===== config.mk =====
export PLATFORM = sky130hd
export DESIGN_NAME = bin_to_bcd_seq
export DESIGN_NICKNAME = d
export VERILOG_FILES = /design/src/rtl/noise_tester_pkg.sv /design/src/rtl/bcd_add3.sv /design/src/rtl/bin_to_bcd_seq.sv
export SDC_FILE = /design/constraint.sdc
export NUM_CORES = 1
export LEC_CHECK = 0
export BUFFER_PORTS_ARGS = -buffer_cell sky130_fd_sc_hd__buf_4
export CORE_MARGIN = 4
export CORE_UTILIZATION = 55
export DETAILED_ROUTE_END_ITERATION = 16
export GPL_ROUTABILITY_DRIVEN = 0
export GPL_TIMING_DRIVEN = 0
export PLACE_DENSITY = 0.77
export SLEW_MARGIN = 15
export SYNTH_ARGS = -nofsm -noshare
export SYNTH_HDL_FRONTEND = slang
export SYNTH_SLANG_ARGS = --single-unit

===== constraint.sdc =====
create_clock -name clk -period 1.95 [get_ports clk]
set_input_delay 0.195 -clock clk [delete_from_list [all_inputs] [get_ports clk]]
set_output_delay 0.195 -clock clk [all_outputs]
set_load 0.005 [all_outputs]

===== src/rtl/noise_tester_pkg.sv =====
// Shared types and constants for the noise tester display path.
package noise_tester_pkg;

    typedef enum logic [1:0] {
        IDLE  = 2'd0,
        SHIFT = 2'd1,
        DONE  = 2'd2
    } state_e;

    localparam int unsigned BCD_MAX = 9999;

    typedef logic [3:0] bcd_digit_t;

endpackage : noise_tester_pkg


===== src/rtl/bcd_add3.sv =====
// Double-dabble digit correction: adds 3 to a BCD digit of 5 or more before the shift.
module bcd_add3
    import noise_tester_pkg::*;
(
    input  bcd_digit_t d_i,
    output bcd_digit_t adj_c_o
);

    always_comb begin
        adj_c_o = d_i;
        if (d_i >= 4'd5) begin
            adj_c_o = d_i + 4'd3;
        end
    end

endmodule : bcd_add3


===== src/rtl/bin_to_bcd_seq.sv =====
// Sequential binary-to-BCD converter, one shift-and-add-3 step per clock.
// Digit outputs only change on the edge that completes a conversion.
module bin_to_bcd_seq
    import noise_tester_pkg::*;
#(
    parameter int unsigned BIN_W  = 14,
    parameter int unsigned DIGITS = 4
) (
    input  logic             clk,
    input  logic             rst_n,
    input  logic             start,
    input  logic [BIN_W-1:0] bin_in,
    output logic             busy,
    output logic             done,
    output logic             overflow,
    output logic [3:0]       ones,
    output logic [3:0]       tens,
    output logic [3:0]       hundreds,
    output logic [3:0]       thousands
);

    localparam int unsigned BCD_W = DIGITS * 4;
    localparam int unsigned SCR_W = BCD_W + BIN_W;
    localparam int unsigned CNT_W = $clog2(BIN_W + 1);

    state_e             state_q;
    logic [SCR_W-1:0]   scratch_q;
    logic [CNT_W-1:0]   bit_cnt_q;
    logic               ovf_cap_q;
    logic               busy_q;
    logic               done_q;
    logic               overflow_q;
    bcd_digit_t         ones_q;
    bcd_digit_t         tens_q;
    bcd_digit_t         hundreds_q;
    bcd_digit_t         thousands_q;

    logic [BCD_W-1:0]   bcd_corr_c;
    logic [SCR_W-1:0]   scratch_shift_c;

    // Per-digit add-3 on the scratch BCD field; no carry between digits.
    for (genvar g = 0; g < DIGITS; g++) begin : g_add3
        bcd_add3 u_add3 (
            .d_i     (scratch_q[BIN_W + 4*g +: 4]),
            .adj_c_o (bcd_corr_c[4*g +: 4])
        );
    end

    // The top scratch bit falls off; it only matters for inputs that saturate anyway.
    always_comb begin
        scratch_shift_c = SCR_W'({bcd_corr_c, scratch_q[BIN_W-1:0], 1'b0});
    end

    always_ff @(posedge clk or negedge rst_n) begin
        if (!rst_n) begin
            state_q     <= IDLE;
            scratch_q   <= '0;
            bit_cnt_q   <= '0;
            ovf_cap_q   <= 1'b0;
            busy_q      <= 1'b0;
            done_q      <= 1'b0;
            overflow_q  <= 1'b0;
            ones_q      <= '0;
            tens_q      <= '0;
            hundreds_q  <= '0;
            thousands_q <= '0;
        end else begin
            case (state_q)
                IDLE: begin
                    done_q <= 1'b0;
                    if (start) begin
                        scratch_q <= {BCD_W'(0), bin_in};
                        bit_cnt_q <= '0;
                        ovf_cap_q <= (bin_in > BIN_W'(BCD_MAX));
                        state_q   <= SHIFT;
                    end
                end
                SHIFT: begin
                    busy_q    <= 1'b1;
                    scratch_q <= scratch_shift_c;
                    if (bit_cnt_q == CNT_W'(BIN_W - 1)) begin
                        bit_cnt_q <= '0;
                        state_q   <= DONE;
                    end else begin
                        bit_cnt_q <= bit_cnt_q + CNT_W'(1);
                    end
                end
                DONE: begin
                    busy_q     <= 1'b0;
                    done_q     <= 1'b1;
                    overflow_q <= ovf_cap_q;
                    // Out-of-range counts saturate to 9999 rather than showing junk digits.
                    if (ovf_cap_q) begin
                        ones_q      <= 4'd9;
                        tens_q      <= 4'd9;
                        hundreds_q  <= 4'd9;
                        thousands_q <= 4'd9;
                    end else begin
                        ones_q      <= scratch_q[BIN_W      +: 4];
                        tens_q      <= scratch_q[BIN_W + 4  +: 4];
                        hundreds_q  <= scratch_q[BIN_W + 8  +: 4];
                        thousands_q <= scratch_q[BIN_W + 12 +: 4];
                    end
                    state_q <= IDLE;
                end
                default: begin
                    state_q <= IDLE;
                end
            endcase
        end
    end

    assign busy      = busy_q;
    assign done      = done_q;
    assign overflow  = overflow_q;
    assign ones      = ones_q;
    assign tens      = tens_q;
    assign hundreds  = hundreds_q;
    assign thousands = thousands_q;

endmodule : bin_to_bcd_seq


-- Word level (Yosys, flattened, before mapping)
Index checks and enable logic that the tools add are counted.
- latch bits: 0
- memories: 0
- memory bits (read-only): 0
- logic and storage cells: 51
- input bits: 17
- memory bits (writable): 0
- bits in registers: 56
- output and inout bits: 19
- reduce and logical (&&, ||, !) cells: 7
- shifts and indexed selects: 0
- eq/ne operators: 5
- magnitude comparators: 5
- multipliers: 0
- divide/modulo/power cells: 0
- bitwise logic cells: 0
- multiplexer cells: 18
- $add $sub $neg: 5
- operators with widths (operator ; number):
    one-hot mux 30 bit (2 select lines) ; 1
    2-to-1 mux 4 bit ; 9
    2-to-1 mux 30 bit ; 1
    greater-or-equal comparator 4 x 3 -> 1 bit, second input constant ; 4
    > comparator 14 bit, second input constant ; 1
    adder 4 x 2 -> 4 bit, second input constant ; 3
    one-hot mux 4 bit (2 select lines) ; 1
    AND reduction 2 bit ; 3
    nonzero test 2 bit ; 3
    adder 4 x 1 -> 4 bit, second input constant ; 1
    equality test 4 bit, second input constant ; 1
    2-to-1 mux 2 bit ; 2
    inequality test 2 bit, second input constant ; 2
    one-hot mux 1 bit (2 select lines) ; 2
    one-hot mux 2 bit (2 select lines) ; 1
    adder 3 x 2 -> 3 bit, second input constant ; 1
    2-to-1 mux 3 bit ; 1
    equality test 2 x 1 -> 1 bit, second input constant ; 1
    equality test 2 bit, second input constant ; 1
    zero test 2 bit ; 1

-- Logic depth before layout (Yosys ltp)
- depth after elaboration: 3
- depth in mapped cells: 7
- gate-level depth less buffers: 6

-- By module
From an unflattened synthesis, not the netlist that was laid out.
- cell total of the unflattened synthesis: 272
- area total of the unflattened synthesis: 2826.5 um2
- modules (own cells, without submodules) (module ; sequential area each (um2) ; cells each ; area each (um2) ; times used):
    bin_to_bcd_seq ; 1401.3 ; 208 ; 2421.1 ; 1
    bcd_add3 ; 0.0 ; 16 ; 101.3 ; 4

-- Least setup slack after synthesis
OpenSTA, ideal clock, no wires.
- path kind: flip-flop to flip-flop
- start point: register state_q[0]
- end point: register scratch_q[10]
- required time: 1877 ps
- clock period less this slack: 1508 ps
- cell stages (with the launch flop): 7
- path slack: 442 ps
- arrival: 1435 ps
- library setup time: 73 ps
- buffers on the path: 2
- cells stage by stage: dfrtp_1 > inv_1 > ha_1 > mux2_4 > buf_6 > buf_6 > a21oi_2
- cells in the longest elaborated chain, start to end: 3
- elaborated cells on any way between the ends: 6
- those cells by class: eq/ne: 2; mux: 1; reduce/logical: 3
- RTL lines (element ; line ; source):
    start: declaration ; bin_to_bcd_seq.sv:26 ; state_e state_q;
    start signal: assignment ; bin_to_bcd_seq.sv:56 ; state_q <= IDLE;
    start signal: assignment ; bin_to_bcd_seq.sv:75 ; state_q <= SHIFT;
    start signal: assignment ; bin_to_bcd_seq.sv:83 ; state_q <= DONE;
    equality test 2 x 1 -> 1 bit / zero test 2 bit (equally long branches) ; bin_to_bcd_seq.sv:68 ; case (state_q)
    nonzero test 2 bit (no line) / inequality test 2 bit (equally long branches) ; - ;
    AND reduction 2 bit (no line) ; - ;
    end signal: assignment ; bin_to_bcd_seq.sv:72 ; scratch_q <= {BCD_W'(0), bin_in};
    end signal: assignment ; bin_to_bcd_seq.sv:80 ; scratch_q <= scratch_shift_c;
    end: declaration ; bin_to_bcd_seq.sv:27 ; logic [SCR_W-1:0] scratch_q;
Parallel ways exist; a longest one is shown, timed or not.
A chain may end at the register's enable or synchronous reset.

-- Worst setup path in the final report
- start point: register state_q[1]
- end point: register scratch_q[12]
Same word-level chain as after synthesis.

==> key figures <==
Placement
  • Port Buffers: 35
  • Placed instance area: 3092 sq um
  • Placed cells: 358
  • Dpl hpwl: 3.768 mm

Setup path
  • Worst reg2reg startpoint: state_q[1]
  • Crit Path Class: reg -> reg
  • CP max stage cell: dfrtp_1
  • Worst path top cell family by delay: buffers and inverters
  • CP max stage delay: approximately 400 ps
  • Startpoint Class: flop
  • WP buf/inv: 3
  • Max FO, Critical Path: 10
  • WP data arrival: around 1900 ps
  • Critical Path End Type: flop
  • Worst EP required: 2150 ps
  • Worst setup startpoint: state_q[1]
  • Cell Chain, Critical Path: inv_1 -> ha_1 -> buf_4 -> buf_2 -> mux2i_1 -> a21oi_2

Synth
  • Avg Inst Size Synth: 10.72 sq um
  • Post-synthesis cell type count: 32
  • Total nets after synthesis: 288
  • Top cells by area, synth: dfrtp_1 (51%), ha_1 (6.8%), mux2i_1 (6.6%)
  • Synth Register Bits: 56
  • Synth Flop Type: dfrtp_1
  • Post-synth EDFFs: 0
  • Fraction of registers with async set/reset: 100.0%
  • Seq/Total Area, Yosys: approximately 50%
  • Yosys top cell by area: dfrtp_1
  • Post-Syn Area: 2745 sq um
  • Syn. warnings: 0
  • Gate Count Post-Synth: 256
  • Post-synth top area share: 51.05%

Final layout
  • Final core occ: 66.85%
  • Syn-to-layout area delta: 16.55%
  • # diodes: 0
  • Finished Layout Cells: 367
  • Post-Layout Inst Area: between 3000 and 4000 sq um
  • Layout cells sized above 1: between 20% and 30%
  • Fin nets: ~330

Clock tree
  • CTS Buf Count: 5
  • CTS HTree Levels: 2
  • CTS tree: built
  • Max Root-Sink Buffers: 2
  • Clock Root Buffer: clkbuf_8
  • Sinks on the clock net: 56
  • Post CTS Setup Buffer Count: 0
  • Clk_lat worst skew: 310 ps
  • Worst-path clk slew: 100 ps

Floorplanning
  • Floorplan core area: 4786 sq um
  • Die Span Y: 78.65 microns
  • Die Wd: 78.65 microns
  • Std cell rows: 25
  • Die area: 6186 sq um
  • Ports: 36
  • Initial Util: 57.36%

Routing
  • Drt wl/cell: 14.50 microns
  • ANT nets after route: 0
  • Via count: 1,995
  • First DRT Iteration DRCs: roughly 110
  • Via density: 5.436
  • Drc violations: 0
  • DR pass1 iterations: 4
  • Aggregate routed wire length: 5.320 mm

GRT
  • Largest net degree at the start of global routing: between 50 and 60
  • First-pass GRT wire length: 9.225 mm
  • Total track usage: 18.87%
  • Initial antenna violation count: 0
  • Overflow left after global routing: 0
  • Vias in the first global route: between 2,000 and 2,500

Power
  • Pwr dens: 1525 nW/um^2
  • VDD IR max: 0.8529 mV
  • Leakage Power: 1.488 nW

Timing
  • Min Clock Period, post-route: 1721 ps
  • RSZ-0062 raised after global routing: false
  • Rel. slew slack: between 50% and 60%
  • Sum Neg Setup Slack: 0 ps
  • Fmax: 581.2 MHz
  • Final Max Tran Viols: 0
  • Setup Skew: 5.149 ps
  • Hold Vio Cnt, Final: 0
  • Final setup fails: 0
  • Worst-Margin Slew: ~690 ps
  • Tcrit/Tclk final: 88.23%

Hold path
  • Min-delay src: bin_in[13]
  • Min-Delay Path Class: in -> reg

Flow run
  • Max Cap Viol: 0

Status
  • Status: finished, final reports clean
## layer usage
metal / GRT usage [%] / part of all wire [%] / vias up
li1: - / - / 977
met1: 24.61 / 46 / 970
met2: 31.75 / 48 / 40
met3: 3.326 / 4.5 / 8
met4: 6.294 / 1.5 / 0
met5: 0 / 0 / -
## cell usage in the layout (no fill, tap or decap), drive strengths merged
cell / instances
buf: 44
nand2b: 6
xnor2: 4
a21oi: 23
nor2b: 1
a22o: 5
o31ai: 6
mux2i: 18
nor3b: 1
a21boi: 2
o22a: 4
inv: 22
nor4: 1
dlygate4sd3: 1
xor2: 3
a32o: 4
nand2: 19
mux2: 2
clkinv: 2
nor2: 20
ha: 15
clkbuf: 9
o21ai: 13
nand3: 3
dfrtp: 56
a21o: 1
and2: 1
o22ai: 12
o32ai: 2
## flip-flops by register name, indices dropped and copies added (netlist names), 2 cells and up
signal	count
ones	4
scratch_q	30
state_q	2
bit_cnt_q	4
tens	4
hundreds	4
thousands	4
## worst reg2reg max path, cell delays in order, from the launching register on
cell and delay [ps]:
dfrtp_1 390, inv_1 140, ha_1 200, buf_4 200, buf_2 310, mux2i_1 290
a21oi_2 80
## Yosys cell counts, drive strengths merged, types with 4 or more instances
cell type / number
dfrtp: 56
a21oi: 23
inv: 22
nor2: 20
nand2: 19
mux2i: 18
ha: 15
o21ai: 13
o22ai: 12
buf: 9
nand2b: 6
o31ai: 6
a22o: 5
a32o: 4
o22a: 4
xnor2: 4
## cell families after synthesis
kind of cell | Yosys count | share of synthesized area (%)
AO/OA/AOI/OAI | 72 | 18.23
flip-flops | 56 | 51.05
XOR/XNOR | 7 | 2.233
adder cells (fa/ha/maj) | 15 | 6.837
buffers and inverters | 34 | 5.925
AND/OR/NAND/NOR | 52 | 8.205
multiplexers | 20 | 7.520
## worst paths after layout
path                                  to  slack [ps]  cells past startpoint
max                        scratch_q[12]         230                      6
min                            ovf_cap_q         180                      3
max reg2reg                scratch_q[12]         230                      6
min reg2reg                         done         500                      1
max in group asynchronous  scratch_q[19]        1020                      2
min in group asynchronous    hundreds[2]         480                      2
## cell type report
cell class / instances / area [sq um]
clock buffers: 6 / 82.58
multi-input cells: 166 / 1185
fillers: 407 / 1587
clock inverters: 2 / 10.01
plain buffers: 12 / 81.33
inverters: 22 / 82.58
repair buffers: 36 / 272.8
flip-flops and latches: 56 / 1401
well taps: 67 / 83.83
## where the power goes
part,switching [mW],internal [mW],total [mW]
clock network,0.367,0.285,0.652
logic,1.22,1.07,2.28
registers,0.311,1.63,1.94
## repair_timing
| item | CTS | global route |
|---|---|---|
| hold endpoints to repair | 56 | 0 |
| endpoints found under the setup margin | 0 | 9 |
| hold buffers | 1 | 0 |
| resized for setup | 0 | 3 |
## stage by stage
step                power, mW  worst slack (ps)  hold WS (ps)
floorplan               3.512             442.3        -100.6
global placement        4.189             93.89         293.4
detailed placement      4.259             66.27         291.7
CTS                     4.916             54.69         179.3
global route            5.290             46.57         204.0
finish                  4.879             229.5         178.0
(Power assumes the default switching activity.)
